`src/rtl/multdiv_sequencer.sv`:
```
// Stalls decode around mul/div, pulses the iterative multdiv unit and writes back the result or an exception code.
// Latency: at least 4 cycles (detect, START, BUSY, WB); stall drops in WB; the BUSY timeout forces an exception.
module multdiv_sequencer #(
    parameter int unsigned TIMEOUT = 64
) (
    input  logic        clock,
    input  logic        reset_n,
    input  logic        inst_valid,
    input  logic [4:0]  inst_opcode,
    input  logic [4:0]  inst_aluop,
    input  logic [4:0]  inst_rd,
    input  logic [31:0] operand_a,
    input  logic [31:0] operand_b,
    output logic        stall,
    output logic        md_ctrl_mult,
    output logic        md_ctrl_div,
    output logic [31:0] md_operand_a,
    output logic [31:0] md_operand_b,
    input  logic [31:0] md_result,
    input  logic        md_exception,
    input  logic        md_ready,
    output logic        wb_we,
    output logic [4:0]  wb_rd,
    output logic [31:0] wb_data
);

    typedef enum logic [1:0] {IDLE, START, BUSY, WB} state_t;

    localparam logic [7:0] LAST_CNT = 8'(TIMEOUT - 1);

    state_t      state, state_nxt;
    logic [7:0]  cnt;
    logic [31:0] op_a, op_b, res_q;
    logic [4:0]  rd_q;
    logic        is_div, exc_q;
    logic        detect;

    assign detect = inst_valid && (inst_opcode == 5'b00000) &&
                    ((inst_aluop == 5'b00110) || (inst_aluop == 5'b00111));

    always_comb begin
        state_nxt = state;
        stall     = 1'b0;
        case (state)
            IDLE: begin
                stall = detect;
                if (detect) state_nxt = START;
            end
            START: begin
                stall     = 1'b1;
                state_nxt = BUSY;
            end
            BUSY: begin
                stall = 1'b1;
                if (md_ready || (cnt == LAST_CNT)) state_nxt = WB;
            end
            WB:      state_nxt = IDLE;
            default: state_nxt = IDLE;
        endcase
    end

    always_ff @(posedge clock) begin
        if (!reset_n) begin
            state  <= IDLE;
            cnt    <= 8'd0;
            op_a   <= 32'd0;
            op_b   <= 32'd0;
            res_q  <= 32'd0;
            rd_q   <= 5'd0;
            is_div <= 1'b0;
            exc_q  <= 1'b0;
        end else begin
            state <= state_nxt;
            case (state)
                IDLE: begin
                    if (detect) begin
                        op_a   <= operand_a;
                        op_b   <= operand_b;
                        rd_q   <= inst_rd;
                        is_div <= inst_aluop[0];
                        res_q  <= 32'd0;
                        exc_q  <= 1'b0;
                    end
                end
                START: cnt <= 8'd0;
                BUSY: begin
                    // A ready arriving on the final allowed cycle still beats the timeout.
                    if (md_ready) begin
                        res_q <= md_result;
                        exc_q <= md_exception;
                    end else if (cnt == LAST_CNT) begin
                        exc_q <= 1'b1;
                    end else begin
                        cnt <= cnt + 8'd1;
                    end
                end
                default: ;
            endcase
        end
    end

    assign md_ctrl_mult = (state == START) && !is_div;
    assign md_ctrl_div  = (state == START) && is_div;
    assign md_operand_a = op_a;
    assign md_operand_b = op_b;

    // Exceptions report to rstatus ($r30): code 4 for mul, 5 for div.
    assign wb_we   = (state == WB) && (exc_q || (rd_q != 5'd0));
    assign wb_rd   = (state != WB) ? 5'd0 : (exc_q ? 5'd30 : rd_q);
    assign wb_data = (state != WB) ? 32'd0 :
                     (exc_q ? (is_div ? 32'd5 : 32'd4) : res_q);

endmodule

```
`config.mk`:
```
export PLATFORM = sky130hd
export DESIGN_NAME = multdiv_sequencer
export DESIGN_NICKNAME = d
export VERILOG_FILES = /design/src/rtl/multdiv_sequencer.sv
export SDC_FILE = /design/constraint.sdc
export NUM_CORES = 1
export LEC_CHECK = 0
export CORE_MARGIN = 2
export CORE_UTILIZATION = 42
export DETAILED_ROUTE_END_ITERATION = 7
export GPL_TIMING_DRIVEN = 0
export HOLD_SLACK_MARGIN = 0.08
export PLACE_DENSITY = 0.83
export SLEW_MARGIN = 30
export SYNTH_ARGS = -nofsm -noshare
export SYNTH_HDL_FRONTEND = slang
export SYNTH_SLANG_ARGS = --single-unit
```
`constraint.sdc`:
```
create_clock -name clock -period 2.05 [get_ports clock]
set_input_delay 0.41 -clock clock [delete_from_list [all_inputs] [get_ports clock]]
set_output_delay 0.41 -clock clock [all_outputs]
set_load 0.01 [all_outputs]
```
After elaboration in Yosys (flattened, before gate mapping)
Index checks and enable logic that the tools add are counted.

Register bits: 113. Output and inout bits: 105.

Add/sub/neg operators: 1. Equality and inequality tests: 13. Multiplexer cells: 19. Reductions and logical operators: 20.

Operators with widths (count): 2-to-1 mux 32 bit (4); case mux 32 bit (2 select lines) (1); 2-to-1 mux 8 bit (2); case mux 8 bit (2 select lines) (1); != test 2 bit (second input constant) (6); equality test 5 x 3 -> 1 bit (second input constant) (2); 2-to-1 mux 5 bit (2); AND reduction 3 bit (3); adder 8 x 1 -> 8 bit (second input constant) (1); equality test 8 x 6 -> 1 bit (second input constant) (1); case mux 2 bit (4 select lines) (1); logical AND 1 bit (5); logical NOT 5 bit (1); nonzero test 5 bit (1); equality test 2 bit (second input constant) (2); 2-to-1 mux 1 bit (4); 2-to-1 mux 2 bit (2); case mux 1 bit (2 select lines) (2); AND reduction 2 bit (2); nonzero test 2 bit (2); logical OR 1 bit (3); != test 3 bit (second input constant) (1); equality test 2 x 1 -> 1 bit (second input constant) (1); logical NOT 2 bit (1); 2 further kinds (2).

Logic depth before layout (Yosys ltp)
Word-level depth: 5. Gate-level depth with buffers: 8. Mapped depth without buffers: 6.

Least setup slack after synthesis
No wires, ideal clock.

Path type: input to output. From: input port inst_opcode[1]. To: output port stall. Arrival time: 1.487 ns. Setup slack: 0.153 ns. Stages on the path: 6. Cell sequence: nor4_4 > and4_1 > buf_4 > buf_6 > nor2_1 > nor2_1.

Longest elaborated chain between the ends: 4.

Ends and longest elaborated chain: start, declared (RTL line 9) `input logic [4:0] inst_opcode,`; logical NOT 5 bit (RTL line 38) `assign detect = inst_valid && (inst_opcode == 5'b00000) &&`; logical AND 1 bit (2 in a row) (RTL line 38); case mux 1 bit (2 select lines) (RTL line 44) `case (state)`; end, declared (RTL line 14) `output logic stall,`.

No other way between the ends.

Worst setup path after layout
From: register state[0]. To: output port stall.

Longest elaborated chain between the ends: 3.

Ends and longest elaborated chain: start, declared (RTL line 31) `state_t state, state_nxt;`; start signal, assigned (RTL line 73) `state <= state_nxt;`; equality test 2 x 1 -> 1 bit / equality test 2 bit (equally long branches) (RTL line 44); OR reduction 2 bit (no source line); case mux 1 bit (2 select lines) * (RTL line 44).

Every way passes the cells marked *; elsewhere a longest branch is shown, timed or not.

==> results_dict.tcl <==
set metrics [dict create \
    ys_seq_area_share_pct 45.77 \
    vdd_drop_max_v 0.0004637 \
    rrSetupSlack_ps 120 \
    wl_per_cell_microns 16.13 \
    yosys-top-cells-area "dfxtp_1 (46%), nand2_1 (11%), a21boi_1 (11%)" \
    finish.utilization_pct 70.54 \
    track_usage_pct 24.14 \
    clock_path_buffers 2 \
    crit_path_end "stall" \
    final_nets 951 \
    wl_met1_microns 6378 \
    hold_viol_final 0 \
    max_slew.worst_pin.slew_ps 641.1 \
    routed_via_density 5.258 \
    drcViolationCount 0 \
    antenna_found_initial 0 \
    synth_top_family_by_area "compound AO/OA/AOI/OAI gates" \
    yosys.area.top_type "dfxtp_1" \
    fin_ws_ps -3.857 \
    yosys.area_share.xor_xnor_pct 0.3544 \
    hold_path.class "reg -> reg" \
    crit_fanout 4 \
    syn_avg_cell_area_sq_um 8.521 \
    worstSetupStartpointType "flop" \
    area_growth_pct 63.67 \
    wl_met3_microns 1120 \
    clkTransAtPathRegs_ps 50 \
    failed_checks "setup timing" \
    status "finished with violations" \
    grt_pass1_vias 5190 \
    synth_cell_types 36 \
    synth_top_area_share_pct 45.77 \
    htreeDepth 4 \
    hpwl_microns 11230 \
    r2r_end "res_q[1]$_SDFFE_PN0P_" \
    grt_max_degree 17 \
    cp.required_ps 1640 \
    async_flop_share_pct 0 \
    row_count 39 \
    finalMaxSlewViolations 0 \
    grt_pass1_wl_microns 24650 \
    drive_above_1_share_pct 16.17 \
    dr_wl_met2_microns 7991 \
    start_util_pct 43.10 \
    final.setup.tns_ps -3.857 \
    dieArea_sq_um 12650 \
    power_frac_comb_pct 13.9 \
    critical_path_arrival_ps 1640 \
    insertion_delay_ps 400 \
    cts-root-buf "clkbuf_16" \
    ant_nets 0 \
    crit_path_end_kind "primary output" \
    route.vias.total 5174 \
    startpoint "state[0]$_SDFFE_PN0P_" \
    pwr-share-clk_pct 47.2 \
    synth_cells 580 \
    rr_worst_depth 8 \
    core_sq_um 11470 \
    seqPwrFrac_pct 38.9 \
    ys_warn_count 0 \
    antennaDiodeCount 0 \
    synth_nets 702 \
    internal_power_mw 4.315 \
    drv_cap 0 \
    io_pins 221 \
    die_w_microns 112.5 \
    max_freq_ghz 0.4869 \
    synthFlopType "dfxtp_1" \
    finalSetupViolCount 1 \
    swShare_pct 24.55 \
    synth_commonest_cells "nand2_1 (147), dfxtp_1 (113), a21boi_1 (71)" \
    yosys-mux-area-fraction_pct 0.6076 \
    layout_worst_path_cycle_share_pct 100.2 \
    p_leak_nw 2.964 \
    grt_overflow 0 \
    yosysMostFrequentCell "nand2_1" \
    routed.top_layer "met4" \
    worstReg2RegStart "state[0]$_SDFFE_PN0P_" \
    numPortBuffers 219 \
    gp_congestion 0.8791 \
    ys_seq_elements 113 \
    numCtsBuffers 17 \
    relSlewSlack_pct 57.26 \
    first_pass_iters 5 \
    rsz0062_at_grt "yes" \
    powerDensity_nw_per_um2 707.1 \
    cts_num_sinks 113 \
    yosys.area_share.simple_pct 22.96 \
    fp.dieH_microns 112.5 \
    synth_compound_area_share_pct 23.06 \
    drt_iter0_markers 365 \
    synthAdderAreaFrac_pct 1.519 \
    clock_skew_ps 8.642 \
    wl_microns 15880 \
    p_switching_mw 1.404 \
    post-route-min-period_ps 2054 \
    syn_area_sq_um 4942 \
    critPathKind "reg -> out" \
    synth-edff-count 0 \
    cts_tree "built" \
]
## per-layer routing
metal | track usage (%) | up-vias
met5 | 0 | -
met4 | 9.837 | 0
met3 | 5.616 | 35
met2 | 42.49 | 215
met1 | 28.32 | 2445
li1 | - | 2479
## registers in the layout (all words and copies together) (netlist names)
name          flops
state             2
res_q            32
rd_q              5
exc_q             1
md_operand_b     32
cnt               8
is_div            1
md_operand_a     32
## power by group through the flow
stage	sequential (mW)	clock (mW)	combinational, mW
floorplan	2.26	0	0.332
global placement	2.26	0	0.686
detailed placement	2.26	0	0.702
CTS	2.22	2.73	0.745
global route	2.22	2.84	0.859
finish	2.23	2.70	0.797
## final cells by class
type                            instances  area (sq um)
Tap cell                              143         178.9
Inverter                                7         28.78
Clock inverter                         10         87.58
Fill cell                             877          3378
Buffer                                 46         267.8
Multi-Input combinational cell        410          2515
Sequential cell                       113          2271
Clock buffer                           21         460.4
Timing Repair Buffer                  234          2280
## kinds of logic (layout without fill, tap and decap cells)
| logic type | count (synthesis) | after routing |
|---|---|---|
| mux | 3 | 3 |
| xor+xnor | 2 | 2 |
| fa+ha+maj | 6 | 6 |
| simple gates | 237 | 237 |
| compound gates | 162 | 162 |
| flops | 113 | 113 |
| buf+inv | 57 | 318 |
## per-stage QoR
stage          power [mW]  cell area [sq um]  cells  hold WS (ps)  worst slack [ps]
4_1_cts             5.701               7858    980         437.6            -87.59
5_1_grt             5.923               8089    984         461.7            -111.7
3_3_place_gp        2.948               7313    942         440.8            -984.0
2_1_floorplan       2.593               4942    580         435.4             152.8
3_5_place_dp        2.965               7313    942         444.5             -1005
6_report            5.719               8089    984         449.2            -3.857
## worst min path at each step
stage,slack [ps],to,from,cells after the start
3_5_place_dp,440,md_operand_b[4]$_SDFFE_PN0P_,md_operand_b[4]$_SDFFE_PN0P_,2
6_report,450,md_operand_b[4]$_SDFFE_PN0P_,md_operand_b[4]$_SDFFE_PN0P_,2
5_1_grt,460,md_operand_b[4]$_SDFFE_PN0P_,md_operand_b[4]$_SDFFE_PN0P_,2
3_3_place_gp,440,md_operand_b[28]$_SDFFE_PN0P_,md_operand_b[28]$_SDFFE_PN0P_,2
2_1_floorplan,440,rd_q[4]$_SDFFE_PN0P_,rd_q[4]$_SDFFE_PN0P_,2
4_1_cts,440,state[1]$_SDFFE_PN0P_,reset_n,3
## cell usage in the layout, fill, tap and decap left out, types with 3 or more instances in the layout
cell               n
a21boi_0          32
a21boi_1          71
a21oi_1            6
a31o_2             3
and2_1            12
and2_4            21
buf_2             14
buf_4             14
buf_6             27
clkbuf_1          28
clkbuf_16         19
clkbuf_2           7
clkdlybuf4s50_1  170
clkinv_2           5
dfxtp_1          110
dlygate4sd2_1     16
ha_1               4
inv_1              5
mux2i_1            3
nand2_1          147
nand4_1           35
nor2_1             3
o21a_1             6
o21ai_0           34
## worst max-delay path: stages, from the launching register on
cell     delay [ps]
dfxtp_4         360
buf_6           120
inv_4            60
ha_4            150
and4_1          200
buf_6           110
nor2_2           30
nor2_1           70
buf_2           150
## timing repair
item                                    CTS  global route
pin swaps                                 5            13
setup buffers                            10             4
resized for setup                       176            56
hold endpoints to repair                  0             0
gates cloned                              0             2
hold buffers                              0             0
endpoints found under the setup margin  141            73
(Power assumes the default switching activity.)
